File: config.mk
export PLATFORM = sky130hd
export DESIGN_NAME = rtc_bus_sequencer
export DESIGN_NICKNAME = d
export VERILOG_FILES = /design/src/rtl/rtc_seq_pkg.sv /design/src/rtl/rtc_phase_timer.sv /design/src/rtl/rtc_bus_sequencer.sv
export SDC_FILE = /design/constraint.sdc
export NUM_CORES = 1
export LEC_CHECK = 0
export ABC_AREA = 1
export BUFFER_PORTS_ARGS = -buffer_cell sky130_fd_sc_hd__buf_2
export CAP_MARGIN = 20
export CORE_MARGIN = 3
export CORE_UTILIZATION = 50
export DETAILED_ROUTE_END_ITERATION = 8
export GPL_TIMING_DRIVEN = 0
export PLACE_DENSITY = 0.73
export SLEW_MARGIN = 20
export SYNTH_ARGS = -nofsm -noshare
export SYNTH_HDL_FRONTEND = slang
export SYNTH_SLANG_ARGS = --single-unit
export TNS_END_PERCENT = 5
File: constraint.sdc
create_clock -name clk -period 2.3 [get_ports clk]
set_clock_uncertainty 0.05 [all_clocks]
set_input_delay 0.115 -clock clk [delete_from_list [all_inputs] [get_ports clk]]
set_output_delay 0.115 -clock clk [all_outputs]
set_load 0.01 [all_outputs]
File: src/rtl/rtc_seq_pkg.sv
// Shared definitions for the RTC bus sequencer: FSM state encoding, the
// register-index to bus-address table and the error data pattern.
package rtc_seq_pkg;

  typedef enum logic [2:0] {
    ST_IDLE,
    ST_ADDR,
    ST_TURN,
    ST_DATA,
    ST_RECOV
  } seq_state_e;

  localparam int N_REGS_MAX = 13;

  localparam logic [7:0] ERR_DATA = 8'hFF;

  // init, zero, status, command, sec, min, hour, day, month, year,
  // timer sec, timer min, timer hour
  localparam logic [7:0] ADDR_TABLE [N_REGS_MAX] = '{
    8'h10, 8'h00, 8'h02, 8'hF0, 8'h21, 8'h22, 8'h23,
    8'h24, 8'h25, 8'h26, 8'h41, 8'h42, 8'h43
  };

  // Table lookup with constant indices only; out-of-range yields 0.
  function automatic logic [7:0] table_addr(input int idx);
    logic [7:0] a;
    a = 8'h00;
    for (int i = 0; i < N_REGS_MAX; i++) begin
      if (idx == i) a = ADDR_TABLE[i];
    end
    return a;
  endfunction

endpackage

File: src/rtl/rtc_phase_timer.sv
// Loadable down-counter that times one bus phase; done is high while the
// count sits at zero, i.e. on the last cycle of the phase.
module rtc_phase_timer #(
  parameter int WIDTH = 2
) (
  input  logic             clk,
  input  logic             rst_n,
  input  logic             load,
  input  logic [WIDTH-1:0] load_val,
  output logic             done
);

  logic [WIDTH-1:0] cnt_q;
  logic [WIDTH-1:0] cnt_d;

  // Reload on request, otherwise count down and park at zero.
  always_comb begin
    cnt_d = cnt_q;
    if (load) begin
      cnt_d = load_val;
    end else if (cnt_q != '0) begin
      cnt_d = cnt_q - 1'b1;
    end
  end

  // Counter register.
  always_ff @(posedge clk or negedge rst_n) begin
    if (!rst_n) begin
      cnt_q <= '0;
    end else begin
      cnt_q <= cnt_d;
    end
  end

  assign done = (cnt_q == '0);

endmodule

File: src/rtl/rtc_bus_sequencer.sv
// Sequenced register-access engine for the RTC multiplexed address/data bus.
// Runs ADDR -> TURN -> DATA -> RECOV per access, each phase PHASE_CYC cycles.
// Optional feature macro: RTC_SEQ_READBACK_EN (verify each write by reading
// the same address back and flag a mismatch in rsp_err).
module rtc_bus_sequencer
  import rtc_seq_pkg::*;
#(
  parameter int DATA_W    = 8,
  parameter int IDX_W     = 4,
  parameter int N_REGS    = 13,
  parameter int PHASE_CYC = 4
) (
  input  logic              clk,
  input  logic              rst_n,
  input  logic              req_valid,
  output logic              req_ready,
  input  logic              req_write,
  input  logic [IDX_W-1:0]  req_idx,
  input  logic [DATA_W-1:0] req_wdata,
  output logic              rsp_valid,
  output logic [DATA_W-1:0] rsp_rdata,
  output logic              rsp_err,
  output logic              cs_n,
  output logic              wr_n,
  output logic              rd_n,
  output logic              ad_sel,
  output logic [DATA_W-1:0] ad_out,
  output logic              ad_oe,
  input  logic [DATA_W-1:0] ad_in
);

  localparam int CNT_W = (PHASE_CYC > 1) ? $clog2(PHASE_CYC) : 1;
  localparam logic [CNT_W-1:0] PHASE_LOAD = CNT_W'(PHASE_CYC - 1);

  seq_state_e        state_q, state_d;
  logic              write_q, write_d;
  logic              rb_q, rb_d;
  logic [DATA_W-1:0] addr_q, addr_d;
  logic [DATA_W-1:0] wdata_q, wdata_d;
  logic [DATA_W-1:0] rdata_q, rdata_d;

  logic              req_ready_q, req_ready_d;
  logic              rsp_valid_q, rsp_valid_d;
  logic [DATA_W-1:0] rsp_rdata_q, rsp_rdata_d;
  logic              rsp_err_q, rsp_err_d;
  logic              cs_n_q, cs_n_d;
  logic              wr_n_q, wr_n_d;
  logic              rd_n_q, rd_n_d;
  logic              ad_sel_q, ad_sel_d;
  logic [DATA_W-1:0] ad_out_q, ad_out_d;
  logic              ad_oe_q, ad_oe_d;

  logic phase_done;
  logic phase_load;
  logic rsp_now;
  logic bus_wr_d;

  // Every state change starts a fresh phase.
  assign phase_load = (state_d != state_q);

  rtc_phase_timer #(
    .WIDTH (CNT_W)
  ) u_phase_timer (
    .clk      (clk),
    .rst_n    (rst_n),
    .load     (phase_load),
    .load_val (PHASE_LOAD),
    .done     (phase_done)
  );

  // Next-state, request latching, read capture and response generation.
  always_comb begin
    state_d     = state_q;
    write_d     = write_q;
    rb_d        = rb_q;
    addr_d      = addr_q;
    wdata_d     = wdata_q;
    rdata_d     = rdata_q;
    rsp_valid_d = 1'b0;
    rsp_rdata_d = rsp_rdata_q;
    rsp_err_d   = rsp_err_q;
    rsp_now     = 1'b0;

    case (state_q)
      ST_IDLE: begin
        if (req_valid) begin
          write_d = req_write;
          wdata_d = req_wdata;
          rb_d    = 1'b0;
          if (int'(req_idx) < N_REGS) begin
            addr_d  = DATA_W'(table_addr(int'(req_idx)));
            state_d = ST_ADDR;
          end else begin
            rsp_valid_d = 1'b1;
            rsp_err_d   = 1'b1;
            rsp_rdata_d = DATA_W'(ERR_DATA);
          end
        end
      end
      ST_ADDR: begin
        if (phase_done) state_d = ST_TURN;
      end
      ST_TURN: begin
        if (phase_done) state_d = ST_DATA;
      end
      ST_DATA: begin
        if (phase_done) begin
          state_d = ST_RECOV;
          if (!(write_q && !rb_q)) rdata_d = ad_in;
        end
      end
      ST_RECOV: begin
        if (phase_done) begin
          state_d = ST_IDLE;
          rsp_now = 1'b1;
`ifdef RTC_SEQ_READBACK_EN
          if (write_q && !rb_q) begin
            rb_d    = 1'b1;
            state_d = ST_ADDR;
            rsp_now = 1'b0;
          end
`endif
        end
      end
      default: state_d = ST_IDLE;
    endcase

    if (rsp_now) begin
      rsp_valid_d = 1'b1;
      rsp_rdata_d = (write_q && !rb_q) ? wdata_q : rdata_q;
      rsp_err_d   = rb_q && (rdata_q != wdata_q);
    end
  end

  // Bus pin values for the phase being entered, so the pins are registered.
  always_comb begin
    bus_wr_d    = write_d && !rb_d;
    req_ready_d = (state_d == ST_IDLE);
    cs_n_d      = 1'b1;
    wr_n_d      = 1'b1;
    rd_n_d      = 1'b1;
    ad_sel_d    = 1'b0;
    ad_oe_d     = 1'b0;
    ad_out_d    = ad_out_q;

    case (state_d)
      ST_ADDR: begin
        cs_n_d   = 1'b0;
        wr_n_d   = 1'b0;
        ad_oe_d  = 1'b1;
        ad_out_d = addr_d;
      end
      ST_TURN: begin
        cs_n_d  = 1'b0;
        ad_oe_d = bus_wr_d;
      end
      ST_DATA: begin
        cs_n_d   = 1'b0;
        ad_sel_d = 1'b1;
        if (bus_wr_d) begin
          wr_n_d   = 1'b0;
          ad_oe_d  = 1'b1;
          ad_out_d = wdata_d;
        end else begin
          rd_n_d = 1'b0;
        end
      end
      default: begin
      end
    endcase
  end

  // State, transaction context and registered outputs.
  always_ff @(posedge clk or negedge rst_n) begin
    if (!rst_n) begin
      state_q     <= ST_IDLE;
      write_q     <= 1'b0;
      rb_q        <= 1'b0;
      addr_q      <= '0;
      wdata_q     <= '0;
      rdata_q     <= '0;
      req_ready_q <= 1'b1;
      rsp_valid_q <= 1'b0;
      rsp_rdata_q <= '0;
      rsp_err_q   <= 1'b0;
      cs_n_q      <= 1'b1;
      wr_n_q      <= 1'b1;
      rd_n_q      <= 1'b1;
      ad_sel_q    <= 1'b0;
      ad_out_q    <= '0;
      ad_oe_q     <= 1'b0;
    end else begin
      state_q     <= state_d;
      write_q     <= write_d;
      rb_q        <= rb_d;
      addr_q      <= addr_d;
      wdata_q     <= wdata_d;
      rdata_q     <= rdata_d;
      req_ready_q <= req_ready_d;
      rsp_valid_q <= rsp_valid_d;
      rsp_rdata_q <= rsp_rdata_d;
      rsp_err_q   <= rsp_err_d;
      cs_n_q      <= cs_n_d;
      wr_n_q      <= wr_n_d;
      rd_n_q      <= rd_n_d;
      ad_sel_q    <= ad_sel_d;
      ad_out_q    <= ad_out_d;
      ad_oe_q     <= ad_oe_d;
    end
  end

  assign req_ready = req_ready_q;
  assign rsp_valid = rsp_valid_q;
  assign rsp_rdata = rsp_rdata_q;
  assign rsp_err   = rsp_err_q;
  assign cs_n      = cs_n_q;
  assign wr_n      = wr_n_q;
  assign rd_n      = rd_n_q;
  assign ad_sel    = ad_sel_q;
  assign ad_out    = ad_out_q;
  assign ad_oe     = ad_oe_q;

endmodule

==> results of run 1 <==
critical path: stages (launching register included):
cell and delay [ns]:
dfrtp_1 0.40, inv_1 0.06, ha_1 0.24, inv_1 0.11, nand2_1 0.10, nand3_2 0.12
nand2_8 0.13, nand2_4 0.08, a21oi_4 0.27, inv_4 0.10, nand2_1 0.07, nand2_1 0.05
metrics by stage:
step / worst slack (ns) / cells / power (mW) / utilization
floorplan: 0.621 / 334 / 2.78 / -
global placement: 0.454 / 451 / 3.21 / 0.588
detailed placement: 0.424 / 451 / 3.25 / 0.589
CTS: 0.397 / 467 / 3.79 / 0.620
global route: 0.256 / 467 / 4.10 / 0.620
finish: 0.407 / 467 / 3.77 / 0.620
per-layer routing:
metal,part of all wire,up-vias
li1,-,1167
met1,0.46,1075
met2,0.49,43
met3,0.042,6
met4,0.013,0
met5,0,-
layout make-up:
cell class / count / area, um^2 / share of cell area
timing repair buffer: 55 / 318 / 0.0985
buffer: 6 / 52.6 / 0.0163
clock buffer: 7 / 76.3 / 0.0237
sequential: 55 / 1380 / 0.428
clock inverter: 1 / 5.00 / 0.00155
tap: 70 / 87.6 / 0.0272
inverter: 42 / 160 / 0.0497
multi-input combinational: 231 / 1140 / 0.355
how the worst min path moves through the flow:
stage                       startpoint                  endpoint  slack (ns)  depth (start not counted)
final                     req_wdata[2]      wdata_q[2]$_DFF_PN0_       0.004                          3
after global routing          ad_in[4]    rdata_q[4]$_DFFE_PN0P_       0.007                          3
after CTS                 req_wdata[3]      wdata_q[3]$_DFF_PN0_       0.002                          3
after detailed placement         rst_n  rsp_rdata[1]$_DFFE_PN0P_        0.15                          1
after global placement        ad_in[3]    rdata_q[3]$_DFFE_PN0P_        0.30                          3
after floorplan                  rst_n           ad_oe$_DFF_PN0_       -0.23                          0
state kept, by name, summed over array words and instances (netlist names):
| name | count |
|---|---|
| rsp_err | 1 |
| rsp_rdata | 8 |
| write_q | 1 |
| cs_n | 1 |
| u_phase_timer.cnt_q | 2 |
| ad_oe | 1 |
| ad_out | 8 |
| rdata_q | 8 |
| wr_n | 1 |
| req_ready | 1 |
| wdata_q | 8 |
| rd_n | 1 |
| addr_q | 8 |
| rb_q | 1 |
| rsp_valid | 1 |
| state_q | 3 |
| ad_sel | 1 |
cell usage after synthesis:
cell / instances / share of area
a211oi_1: 8 / 0.022
buf_6: 1 / 0.0041
a21oi_2: 8 / 0.026
a21oi_1: 1 / 0.0018
o21ai_2: 1 / 0.0032
nand2_4: 2 / 0.0082
o21ai_1: 1 / 0.0018
xor2_1: 2 / 0.0064
inv_4: 1 / 0.0023
buf_2: 2 / 0.0037
dfrtp_1: 51 / 0.47
nand2_1: 108 / 0.15
inv_2: 4 / 0.0055
nor2_1: 48 / 0.066
nand3_1: 15 / 0.027
or2_2: 1 / 0.0023
nor2_2: 1 / 0.0023
nand2_8: 1 / 0.0073
nand2_2: 3 / 0.0069
buf_12: 1 / 0.0073
and2_1: 1 / 0.0023
dfstp_2: 4 / 0.038
xnor2_1: 3 / 0.0096
nand4_1: 10 / 0.023
ha_1: 1 / 0.0046
o21ai_0: 5 / 0.0091
o211ai_1: 1 / 0.0027
nand3_2: 2 / 0.0073
clkbuf_1: 1 / 0.0014
a21oi_4: 1 / 0.0059
nor2_4: 5 / 0.021
inv_1: 37 / 0.051
buf_4: 1 / 0.0027
or2_1: 1 / 0.0023
nor3_1: 1 / 0.0018
what timing repair did:
item | 4_1_cts | 5_1_grt
hold buffers | 8 | 0
endpoints found under the hold margin | 58 | 0
buffers inserted | 0 | 0
power by group:
group | switching, mW | total [mW] | leakage, nW | internal (mW)
clock network | 0.307 | 0.522 | 0.0422 | 0.215
logic | 1.09 | 1.69 | 1.01 | 0.605
registers | 0.207 | 1.55 | 0.638 | 1.35
total | 1.60 | 3.77 | 1.69 | 2.16
cells by family (layout without fill, tap and decap cells):
logic type / count (synthesis) / after routing
AO/OA/AOI/OAI: 26 / 26
buffers and inverters: 48 / 111
XOR/XNOR: 5 / 5
AND/OR/NAND/NOR: 199 / 199
flip-flops: 55 / 55
adder cells (fa/ha/maj): 1 / 1
==> flow_metrics.py, run 1 <==
metrics = {
    "outcome": {
        "outcome": "complete, no violations",
    },
    "final_layout": {
        "area_delta_synth_final_pct": 17.8,
        "final_common_cell": "nand2_1",
        "n_fill_cell": 490,
        "antenna_cells": 0,
        "final_net_count": 421,
        "fin_area_mm2": 0.00323,
        "drive_gt1_frac": 0.232,
        "final_cell_mix": "108 x nand2_1, 51 x dfrtp_1, 48 x buf_2, 48 x nor2_1, 37 x inv_1",
    },
    "pwr": {
        "p_leak_nw": 1.69,
        "power_density_mw_per_mm2": 1170,
        "peakVddDrop_uv": 734,
    },
    "detailed_routing": {
        "vias": 2291,
        "drtAntennaViolNets": 0,
        "wl_per_cell_um": 12.6,
        "wirelength_um": 5860,
        "firstDrtPassIters": 4,
        "drc": 0,
        "drt-vias-per-instance": 4.91,
        "drtIter0Drc": 133,
    },
    "clocking": {
        "insertion_delay_ns": 0.31,
        "post_cts_resized": 0,
        "htreeDepth": 2,
        "cts_num_sinks": 55,
        "cts_buffers": 5,
        "clk_path_buf_depth": 2,
        "cts-root-buf": "clkbuf_8",
        "clkTransAtPathRegs_ns": 0.09,
        "cts_tree": "done",
    },
    "critical_path": {
        "critPathCapture": "ad_out[5]$_DFFE_PN0P_",
        "path_class": "flop to flop",
        "required_ns": 2.46,
        "path_max_fanout": 10,
        "startpoint": "u_phase_timer.cnt_q[0]$_DFFE_PN0P_",
        "worstRegToRegCells": 11,
        "r2r-start": "u_phase_timer.cnt_q[0]$_DFFE_PN0P_",
        "rr_endpoint": "ad_out[5]$_DFFE_PN0P_",
        "r2r_slack_ns": 0.41,
        "end_kind": "flop",
        "cp-start-kind": "flop",
        "critPathArrivalTime_ns": 2.05,
    },
    "yosys": {
        "synth_top_family_by_area": "simple AND/OR/NAND/NOR gates",
        "avgSynthCellArea_um2": 8.20,
        "ys_ff_latch": 55,
        "synthesis.area_mm2": 0.00274,
        "ys_warn_count": 0,
        "synthDistinctLibCells": 35,
        "synth_nets": 359,
        "synthAdderAreaFrac": 0.00457,
        "syn_inst": 334,
        "synth-simple-area-share": 0.325,
        "yosysSeqAreaShare": 0.504,
        "synth-compound-area-share": 0.0722,
        "synth_xor_area_frac": 0.0160,
        "synth.mux.area_fraction": 0,
    },
    "place": {
        "port_buffers": 47,
        "dp_hpwl_um": 4300,
        "placed_area_mm2": 0.00306,
        "gp_congestion": 0.883,
    },
    "timing": {
        "timing.hold.ws_ns": 0.00422,
        "tightest_slew_ns": 0.678,
        "finalHoldViolCount": 0,
        "min_period_ns": 1.89,
        "fmaxAchievable_mhz": 528,
        "setup_tns_ns": 0,
        "period_share": 0.823,
        "slew_violations": 0,
        "setup_violations": 0,
        "rsz0062_at_grt": "false",
        "slew_headroom": 0.548,
    },
    "floorplan": {
        "pin_count": 48,
        "rows": 26,
        "fp.coreArea_mm2": 0.00520,
        "die_w_um": 80.0,
        "start_util": 0.526,
        "die_height_um": 80.0,
        "die_area_mm2": 0.00640,
    },
    "job": {
        "max-cap-violations": 0,
    },
    "global_route": {
        "grt_max_degree": 56,
        "grt_use_total": 0.203,
        "grt.busiest_layer": "met2",
        "antenna_found_initial": 0,
        "use_met2": 0.345,
        "grt_pass1_vias": 2202,
        "grt_remaining_overflow": 0,
        "met1_usage": 0.262,
        "grt_pass1_wl_um": 9990,
        "met3_usage": 0.0305,
    },
    "hold_path": {
        "hold_path_class": "input port to flop",
    },
}
No activity file was read; power rests on OpenSTA's default activity.
==> run 2: changes to the inputs <==
- clock period: 2.3 -> 2 ns (I/O delays scaled with it)
==> run 2 against run 1 <==
Total power is 17% higher. Register-to-register slack worse by 0.25 ns. Non-clock buffer count is 7 higher. Final cell count is 1.5% higher. Cell area is 2.4% higher. Fmax is 2.8% higher. Via count is 0.96% higher. Routed wire length is 2.8% higher. Critical path depth stayed put. First-iteration DRC count is 6.0% lower. Global-route usage is 0.36 points higher. Critical path type unchanged. Largest cell class unchanged.
==> flow_metrics.py, run 2 (synthesis gave the netlist of run 1 again) <==
metrics = {
    "critical_path": {
        "required_ns": 2.21,
        "critPathArrivalTime_ns": 2.05,
        "path_buf_inv": 3,
        "slowest_stage": "dfrtp_1",
        "cp-start-kind": "flop",
        "path_class": "flop to flop",
        "end_kind": "flop",
        "cp_cell_sequence": "inv_1, ha_2, inv_1, nand2_1, nand3_2, nand2_8, nand2_4, a21oi_4, buf_4, nand2_1, nand2_1",
        "worst_path_most_repeated_cell": "nand2_1",
        "crit_cells": 11,
        "cpLargestDelayFamily": "simple AND/OR/NAND/NOR gates",
        "crit_path_max_incr_delay_ns": 0.40,
        "path_max_fanout": 10,
        "worstRegToRegCells": 11,
    },
    "place": {
        "dp_hpwl_um": 4300,
        "port_buffers": 47,
        "gp_congestion": 0.883,
        "placed_area_mm2": 0.00306,
        "dp_cells": 451,
    },
    "detailed_routing": {
        "firstDrtPassIters": 4,
        "wl_per_cell_um": 12.7,
        "wirelength_um": 6020,
        "drtIter0Drc": 125,
        "drtAntennaViolNets": 0,
        "drc": 0,
        "drt-vias-per-instance": 4.88,
        "vias": 2313,
    },
    "final_layout": {
        "final_net_count": 428,
        "final_common_cell": "nand2_1",
        "final_cell_mix": "108 x nand2_1, 51 x dfrtp_1, 48 x buf_2, 48 x nor2_1, 37 x inv_1",
        "fin_cells": 474,
        "drive_gt1_frac": 0.233,
        "area_delta_synth_final_pct": 20.6,
        "antenna_cells": 0,
        "fin_area_mm2": 0.00330,
    },
    "timing": {
        "rsz0062_at_grt": "false",
        "period_share": 0.921,
        "tightest_slew_ns": 0.682,
        "fmaxAchievable_mhz": 543,
        "slew_headroom": 0.546,
        "slew_violations": 0,
        "finalHoldViolCount": 0,
        "min_period_ns": 1.84,
        "setup_violations": 0,
        "setup_tns_ns": 0,
    },
    "clocking": {
        "clk_path_buf_depth": 2,
        "insertion_delay_ns": 0.31,
        "htreeDepth": 2,
        "cts_num_sinks": 55,
        "clkTransAtPathRegs_ns": 0.09,
        "cts-root-buf": "clkbuf_8",
        "cts_buffers": 5,
        "cts_tree": "done",
    },
    "global_route": {
        "grt_use_total": 0.207,
        "grt_pass1_vias": 2234,
        "grt_pass1_wl_um": 10200,
        "grt_remaining_overflow": 0,
        "antenna_found_initial": 0,
        "grt_max_degree": 56,
    },
    "pwr": {
        "p_leak_nw": 1.72,
        "p_total_mw": 4.39,
        "power_density_mw_per_mm2": 1330,
        "peakVddDrop_uv": 794,
    },
    "floorplan": {
        "rows": 26,
        "start_util": 0.526,
        "pin_count": 48,
        "die_area_mm2": 0.00640,
        "fp.coreArea_mm2": 0.00520,
        "die_height_um": 80.0,
        "die_w_um": 80.0,
    },
    "hold_path": {
        "hold_depth": 3,
        "hold_path_class": "input port to flop",
    },
    "job": {
        "max-cap-violations": 0,
    },
    "outcome": {
        "outcome": "complete, no violations",
    },
}
## run 2: changes by cell type in the layout (fill, tap and decap cells not counted), sizes merged
cell / change
buf: +1
dlygate4sd3: +6
## run 2: what timing repair did
action	CTS	global route
hold endpoints to repair	64	0
gates resized for setup	0	2
buffers inserted	0	1
hold buffers	14	0
endpoints found under the setup margin	0	8
## run 2: routing by layer
metal / GRT usage / share of wire / up-vias
li1: - / - / 1179
met1: 0.266 / 0.45 / 1092
met2: 0.353 / 0.50 / 36
met3: 0.0305 / 0.035 / 6
met4: 0.0760 / 0.013 / 0
met5: 0 / 0 / -
## run 2: worst register-to-register path, stage by stage, from the launching register on
cell	delay (ns)
dfrtp_1	0.40
inv_1	0.06
ha_2	0.22
inv_1	0.09
nand2_1	0.09
nand3_2	0.12
nand2_8	0.14
nand2_4	0.08
a21oi_4	0.23
buf_4	0.17
nand2_1	0.07
nand2_1	0.05
## run 2: metrics by stage
step	hold slack, ns	util	worst slack (ns)
floorplan	-0.246	-	0.321
global placement	0.290	0.588	0.154
detailed placement	0.139	0.589	0.124
CTS	0.0129	0.631	0.0973
global route	0.0283	0.635	0.0448
finish	0.0120	0.635	0.159
## run 2: path summary, 6_finish.rpt
check / from / end / slack (ns)
max: u_phase_timer.cnt_q[0]$_DFFE_PN0P_ / ad_out[5]$_DFFE_PN0P_ / 0.16
min: ad_in[5] / rdata_q[5]$_DFFE_PN0P_ / 0.01
max reg2reg: u_phase_timer.cnt_q[0]$_DFFE_PN0P_ / ad_out[5]$_DFFE_PN0P_ / 0.16
min reg2reg: addr_q[2]$_DFF_PN0_ / addr_q[2]$_DFF_PN0_ / 0.43
max in group asynchronous: rst_n / state_q[1]$_DFF_PN0_ / 1.13
min in group asynchronous: rst_n / rsp_rdata[1]$_DFFE_PN0P_ / 0.30
## run 2: layout make-up
cell class / count / area [um^2]
Buffer: 6 / 52.6
Clock buffer: 7 / 76.3
Clock inverter: 1 / 5.00
Fill cell: 482 / 1900
Inverter: 42 / 160
Multi-Input combinational cell: 231 / 1150
Sequential cell: 55 / 1380
Tap cell: 70 / 87.6
Timing Repair Buffer: 62 / 385
## run 2: report_power, final
part           switching, mW  internal (mW)  total [mW]
Clock                  0.356          0.247       0.602
Combinational           1.27          0.728        2.00
Sequential             0.238           1.55        1.79
